===== config.mk =====
export PLATFORM = sky130hd
export DESIGN_NAME = aes_round_sched
export DESIGN_NICKNAME = d
export VERILOG_FILES = /design/src/rtl/aes_round_sched.sv
export SDC_FILE = /design/constraint.sdc
export NUM_CORES = 1
export LEC_CHECK = 0
export CAP_MARGIN = 20
export CORE_AREA = 2 2 361 363
export CTS_CLUSTER_SIZE = 20
export DETAILED_ROUTE_END_ITERATION = 8
export DIE_AREA = 0 0 363 365
export PLACE_DENSITY_LB_ADDON = 0.2
export SLEW_MARGIN = 10
export SYNTH_ARGS = -nofsm -noshare
export SYNTH_HDL_FRONTEND = slang
export SYNTH_SLANG_ARGS = --single-unit

===== constraint.sdc =====
create_clock -name clk -period 3.8 [get_ports clk]
set_input_delay 0.38 -clock clk [delete_from_list [all_inputs] [get_ports clk]]
set_output_delay 0.38 -clock clk [all_outputs]
set_load 0.05 [all_outputs]

===== src/rtl/aes_round_sched.sv =====
// Round scheduler for an iterative AES-128 encryptor: sequences a shared external
// round datapath and key-expansion step through INIT, ten rounds and a hold state.
//
// state   | meaning
// --------+----------------------------------------------------------
// S_IDLE  | waiting for in_valid; in_ready high
// S_INIT  | initial AddRoundKey, first key-expansion step
// S_ROUND | rounds 1..NROUNDS; last one skips MixColumns
// S_DONE  | ciphertext held on out_data until out_ready
module aes_round_sched #(
  parameter int NROUNDS = 10
) (
  input  logic         clk,
  input  logic         rst,
  input  logic         in_valid,
  output logic         in_ready,
  input  logic [127:0] in_data,
  input  logic [127:0] in_key,
  output logic [127:0] dp_state,
  output logic [127:0] dp_key,
  output logic [1:0]   dp_mode,
  input  logic [127:0] dp_result,
  output logic [7:0]   kx_rcon,
  input  logic [127:0] kx_next,
  output logic         out_valid,
  input  logic         out_ready,
  output logic [127:0] out_data,
  output logic [3:0]   round,
  output logic         busy
);

  typedef enum logic [1:0] {
    S_IDLE  = 2'd0,
    S_INIT  = 2'd1,
    S_ROUND = 2'd2,
    S_DONE  = 2'd3
  } state_t;

  localparam logic [1:0] MODE_ARK   = 2'b00;
  localparam logic [1:0] MODE_FULL  = 2'b01;
  localparam logic [1:0] MODE_FINAL = 2'b10;
  localparam logic [3:0] LAST_ROUND = 4'(NROUNDS);

  state_t       state, state_nxt;
  logic [127:0] st_reg, st_nxt;
  logic [127:0] key_reg, key_nxt;
  logic [7:0]   rcon, rcon_nxt;
  logic [3:0]   round_reg, round_nxt;

  function automatic logic [7:0] xtime(input logic [7:0] r);
    return {r[6:0], 1'b0} ^ (r[7] ? 8'h1b : 8'h00);
  endfunction

  always_ff @(posedge clk) begin
    if (!rst) begin
      state     <= S_IDLE;
      st_reg    <= '0;
      key_reg   <= '0;
      rcon      <= 8'h01;
      round_reg <= '0;
    end else begin
      state     <= state_nxt;
      st_reg    <= st_nxt;
      key_reg   <= key_nxt;
      rcon      <= rcon_nxt;
      round_reg <= round_nxt;
    end
  end

  always_comb begin
    state_nxt = state;
    st_nxt    = st_reg;
    key_nxt   = key_reg;
    rcon_nxt  = rcon;
    round_nxt = round_reg;
    dp_mode   = MODE_ARK;
    in_ready  = 1'b0;
    out_valid = 1'b0;
    busy      = 1'b0;
    case (state)
      S_IDLE: begin
        in_ready = 1'b1;
        if (in_valid) begin
          st_nxt    = in_data;
          key_nxt   = in_key;
          rcon_nxt  = 8'h01;
          round_nxt = '0;
          state_nxt = S_INIT;
        end
      end
      S_INIT: begin
        busy      = 1'b1;
        st_nxt    = dp_result;
        key_nxt   = kx_next;
        rcon_nxt  = xtime(rcon);
        round_nxt = 4'd1;
        state_nxt = S_ROUND;
      end
      S_ROUND: begin
        busy = 1'b1;
        if (round_reg < LAST_ROUND) begin
          dp_mode   = MODE_FULL;
          st_nxt    = dp_result;
          key_nxt   = kx_next;
          rcon_nxt  = xtime(rcon);
          round_nxt = round_reg + 4'd1;
        end else begin
          // final round: key, rcon and round counter freeze for DONE
          dp_mode   = MODE_FINAL;
          st_nxt    = dp_result;
          state_nxt = S_DONE;
        end
      end
      S_DONE: begin
        out_valid = 1'b1;
        if (out_ready) state_nxt = S_IDLE;
      end
      default: state_nxt = S_IDLE;
    endcase
  end

  assign dp_state = st_reg;
  assign dp_key   = key_reg;
  assign kx_rcon  = rcon;
  assign out_data = st_reg;
  assign round    = round_reg;

endmodule


# Yosys cells after proc, flatten, opt, wreduce, memory -nomap -nowiden
# Cells that the tools add are included.
[classes] reduce_logical=7 order_cmp=1 eq_ne=7 mux=21 addsub=1 n_bitwise=1
[op_table] op="128-bit 2-to-1 mux" count=3
[op_table] op="128-bit one-hot mux with 3 select lines" count=1
[op_table] op="128-bit one-hot mux with 2 select lines" count=1
[op_table] op="8-bit one-hot mux with 3 select lines" count=1
[op_table] op="8-bit 2-to-1 mux" count=2
[op_table] op="4-bit one-hot mux with 3 select lines" count=1
[op_table] op="2-bit 2-to-1 mux" count=5
[op_table] op="4-bit 2-to-1 mux" count=2
[op_table] op="2-bit inequality test (second input constant)" count=4
[op_table] op="2-bit one-hot mux with 4 select lines" count=1
[op_table] op="8-bit by 5-bit bitwise XOR with 8-bit output" count=1
[op_table] op="3-bit AND reduction" count=2
[op_table] op="5-bit 2-to-1 mux" count=1
[op_table] op="4-bit by 1-bit adder with 4-bit output (second input constant)" count=1
[op_table] op="2-bit equality test (second input constant)" count=2
[op_table] op="4-bit less-than comparator (second input constant)" count=1
[op_table] op="1-bit 2-to-1 mux" count=3
[op_table] op="3-bit nonzero test" count=1
[op_table] op="2-bit by 1-bit equality test with 1-bit output (second input constant)" count=1
[op_table] op="2-bit logical NOT" count=1
[op_table] op="2-bit AND reduction" count=1
[op_table] op="2-bit nonzero test" count=1
[op_table] op="2-bit OR reduction" count=1
[totals] regBits=270 inputBits=516 out_inout_bits=401

# Depth between registers and ports, before layout
[depth] word_depth=4 depth_mapped=9 ltp_nobuf=6

# Worst setup path before layout
# OpenSTA, ideal clock, no wires.
[synth_path] kind="reg-to-reg" start="register state[1]" end="register key_reg[100] (netlist: dp_key[100])" setup_time_ps=116 synth_period_minus_slack_ps=2342 n_path_buf=3 stages_incl_launch_ff=9 t_arrival_ps=2226 path_slack_ps=1458 path_cell_list="dfxtp_1 -> inv_1 -> ha_1 -> buf_4 -> buf_6 -> clkbuf_1 -> mux2i_1 -> nand4_1 -> o211a_1"
[synth_via] elab_chain_cells=3 elab_cells_between_ends=8 cone_classes="eq/ne (4); mux (1); reduce/logical (3)"
[synth_lines] item="start, declared" line="44" rtl="state_t state, state_nxt;"
[synth_lines] item="start signal, assigned" line="62" rtl="state <= state_nxt;"
[synth_lines] item="2-bit equality test, or another cell as far along" line="80" rtl="case (state)"
[synth_lines] item="2-bit inequality test (no line) or 3-bit nonzero test (tied branches)"
[synth_lines] item="3-bit AND reduction (no line)"
[synth_lines] item="end signal, assigned" line="64" rtl="key_reg <= key_nxt;"
[synth_lines] item="end, declared" line="46" rtl="logic [127:0] key_reg, key_nxt;"
# Several ways; a longest one is shown, not always the timed one.
# A chain may end at the register's enable or synchronous reset.

# Worst setup path in the final report
[layout_path] start="register state[0]" end="output dp_mode[1]"
[layout_via] elab_chain_cells=2
[layout_lines] item="2-bit equality test" line="80"
[layout_lines] item="2-bit 2-to-1 mux" line="80"
[layout_lines] item="end, declared" line="21" rtl="output logic [1:0] dp_mode,"
# No other way between the ends.

==> impl_metrics.csv <==
group,metric,value,unit
sta,final.setup_skew,19.6,ps
yosys,yosysWarningCount,0,
clock_network,clock_latency,570,ps
die,die_y,365,um
clock_network,clock_tree.buffer_depth,3,
pwr,netSwitchingFraction,53.6,%
critical_path,crit_path_end_kind,"output port",
final_layout,area_delta_synth_final,82.4,%
sta,finalSetupTns,0,ps
critical_path,cpPeakStageDelay,960,ps
clock_network,root_buffer,"clkbuf_16",
yosys,netlist_area,13900,um^2
sta,final-hold-violation-count,0,
critical_path,cp.required,3420,ps
yosys,syn-instance-count,1386,
final_layout,layout_common_cells,"clkdlybuf4s50_1, dfxtp_1, mux2i_1, o211a_1, nand2_1",
clock_network,cts_inserted_buffers,38,
sta,worst_pin_slew,864,ps
yosys,avgSynthCellArea,10.0,um^2
clock_network,clk_pin_slew,60,ps
detailed_routing,post-route-drc-count,0,
final_layout,fin_nets,2619,
placed_design,gp_congestion,0.765,
final_layout,mostFrequentLayoutCell,"clkdlybuf4s50_1",
pwr,combPwrFrac,68.7,%
sta,final_max_slew_viol_count,0,
yosys,ys_ff_latch,270,
sta,timing.fmax,313,MHz
sta,timing.final.crit_share,84.0,%
pwr,seqPwrFrac,17.8,%
die,start_util,10.8,%
sta,setup_violations,0,
critical_path,crit_type,"reg2out",
pwr,cellPowerDensity,1150,nW/um^2
run_status,status,"finished, final reports clean",
run,drv_cap,0,
detailed_routing,drt-total-wl,80.2,mm
clock_network,cts-htree-levels,2,
placed_design,dp_hpwl,63.7,mm
detailed_routing,dr.pass1.iters,7,
die,core,129000,um^2
yosys,yosys_most_used_dff,"dfxtp_1",
yosys,syn_nets,1907,
global_route,grt_first_pass_wirelength,108,mm
global_route,grt_usage,11.3,%
clock_network,cts_sinks,270,
pwr,power_frac_clock,13.4,%
critical_path,critPathSlowestCell,"clkdlybuf4s50_1",
global_route,grt_max_degree,133,
yosys,synth_seq_area_share,38.8,%
detailed_routing,drtIter0Drc,640,
final_layout,n_fill_cell,14076,
global_route,grt-ovfl-total,0,
critical_path,crit_fanout,11,
yosys,yosysUniqueCellTypes,39,
yosys,synth-edff-count,0,
clock_network,cts_tree,"done",
die,pin_count,917,
detailed_routing,ant_nets,0,
yosys,ys_async_sr_fraction,0,%
detailed_routing,num_vias,13689,
global_route,grt_pass1_vias,14338,
detailed_routing,avgViaCountPerCell,3.60,
sta,max-slew-margin-rel,42.2,%
clock_network,cts_hold_buf,0,
critical_path,worstPathArrival,2810,ps
critical_path,startpoint_type,"flip-flop",
min_path,hp-class,"in2reg",
placed_design,preCtsSetupSlack,1210,ps
pwr,p_sw,0.0157,W
pwr,p_int,0.0136,W
final_layout,antenna_cells,0,
global_route,antenna_found_initial,9,
critical_path,cp_cell_sequence,"inv_1 > ha_1 > o211ai_4 > inv_2 > clkdlybuf4s50_1",
sta,rsz0062_at_grt,"false",
detailed_routing,wire_per_inst,21.1,um
pwr,p_total,0.0293,W
die,die-width,363,um
clock_network,post_cts_resized,0,
pwr,p_leak,11.2,nW
placed_design,portBuffers,916,
sta,setup_ws,607,ps
die,num_rows,132,
clock_network,cts_setup_buffers,0,
sta,min_period,3190,ps
final_layout,drive_above_1_share,4.75,%
pwr,vdd_drop_max,0.000685,V
die,dieArea,132000,um^2
Yosys cell counts (all sizes together), types with 2 or more instances:
library cell  instances  area (um^2)
dfxtp               270         5410
mux2i               266         2660
o211a               256         2560
buf                 185         1250
nand2               142          533
nand4               129          807
clkbuf               91          342
nand3                10         55.1
ha                    5         62.6
inv                   3         11.3
nor2b                 3         18.8
xor2                  3         26.3
nand2b                2         12.5
nor3                  2         26.3
o21ai                 2         10.0
worst max-delay path, delay by kind of cell (launching register included):
family / cells / cell delay, ps
DFF: 1 / 340
buffers and inverters: 3 / 1280
adders and majority gates: 1 / 440
AOI/OAI and AO/OA: 1 / 160
cell type report:
class | instances | area, um^2 | area share, %
clock buffers | 55 | 1140 | 4.49
clock inverters | 12 | 218 | 0.858
inverters | 3 | 11.3 | 0.0444
multi-input cells | 837 | 6960 | 27.4
flip-flops and latches | 270 | 5410 | 21.3
well taps | 1675 | 2100 | 8.26
repair buffers | 948 | 9550 | 37.6
cell families (layout without fill, tap and decap cells):
group | after synthesis | after routing | share of synthesized area [%]
DFF | 270 | 270 | 38.8
and+or+nand+nor | 293 | 293 | 10.7
adders and majority gates | 5 | 5 | 0.450
AOI/OAI and AO/OA | 269 | 269 | 19.1
buffers and inverters | 279 | 1018 | 11.5
xor gates and xnor gates | 3 | 3 | 0.189
muxes | 267 | 267 | 19.2
power groups by stage:
stage / clock [W] / sequential [W] / combinational, W
3_3_place_gp: 0 / 0.00526 / 0.0204
3_5_place_dp: 0 / 0.00530 / 0.0204
6_report: 0.00393 / 0.00522 / 0.0201
5_1_grt: 0.00422 / 0.00541 / 0.0211
2_1_floorplan: 0 / 0.00928 / 0.00978
4_1_cts: 0.00413 / 0.00527 / 0.0205
stage by stage:
stage	utilization [%]	instance area [um^2]	instances	hold slack [ps]
final	19.7	25400	3800	371
after global routing	19.7	25400	3800	372
after CTS	19.7	25400	3800	358
after detailed placement	18.7	24000	3733	470
after global placement	18.7	24000	3733	466
after floorplan	-	13900	1386	471
path summary, 6_finish.rpt:
path / slack [ps] / depth (start not counted) / to / start
setup / recovery: 610 / 5 / dp_mode[1] / state[0]$_SDFFE_PN0P_
hold reg to reg: 480 / 2 / kx_rcon[5]$_SDFFE_PN0P_ / kx_rcon[5]$_SDFFE_PN0P_
setup reg to reg: 1330 / 6 / dp_key[38]$_SDFFE_PN0P_ / state[0]$_SDFFE_PN0P_
hold / removal: 370 / 2 / dp_state[104]$_SDFFE_PN0P_ / rst
metal layers:
layer	GRT usage, %	vias to the layer above	wire [um]
li1	-	6474	-
met1	13.0	6606	32400
met2	20.2	543	40300
met3	3.82	60	6480
met4	1.96	6	1010
met5	0	-	41
Power figures use the tool's default switching activity.
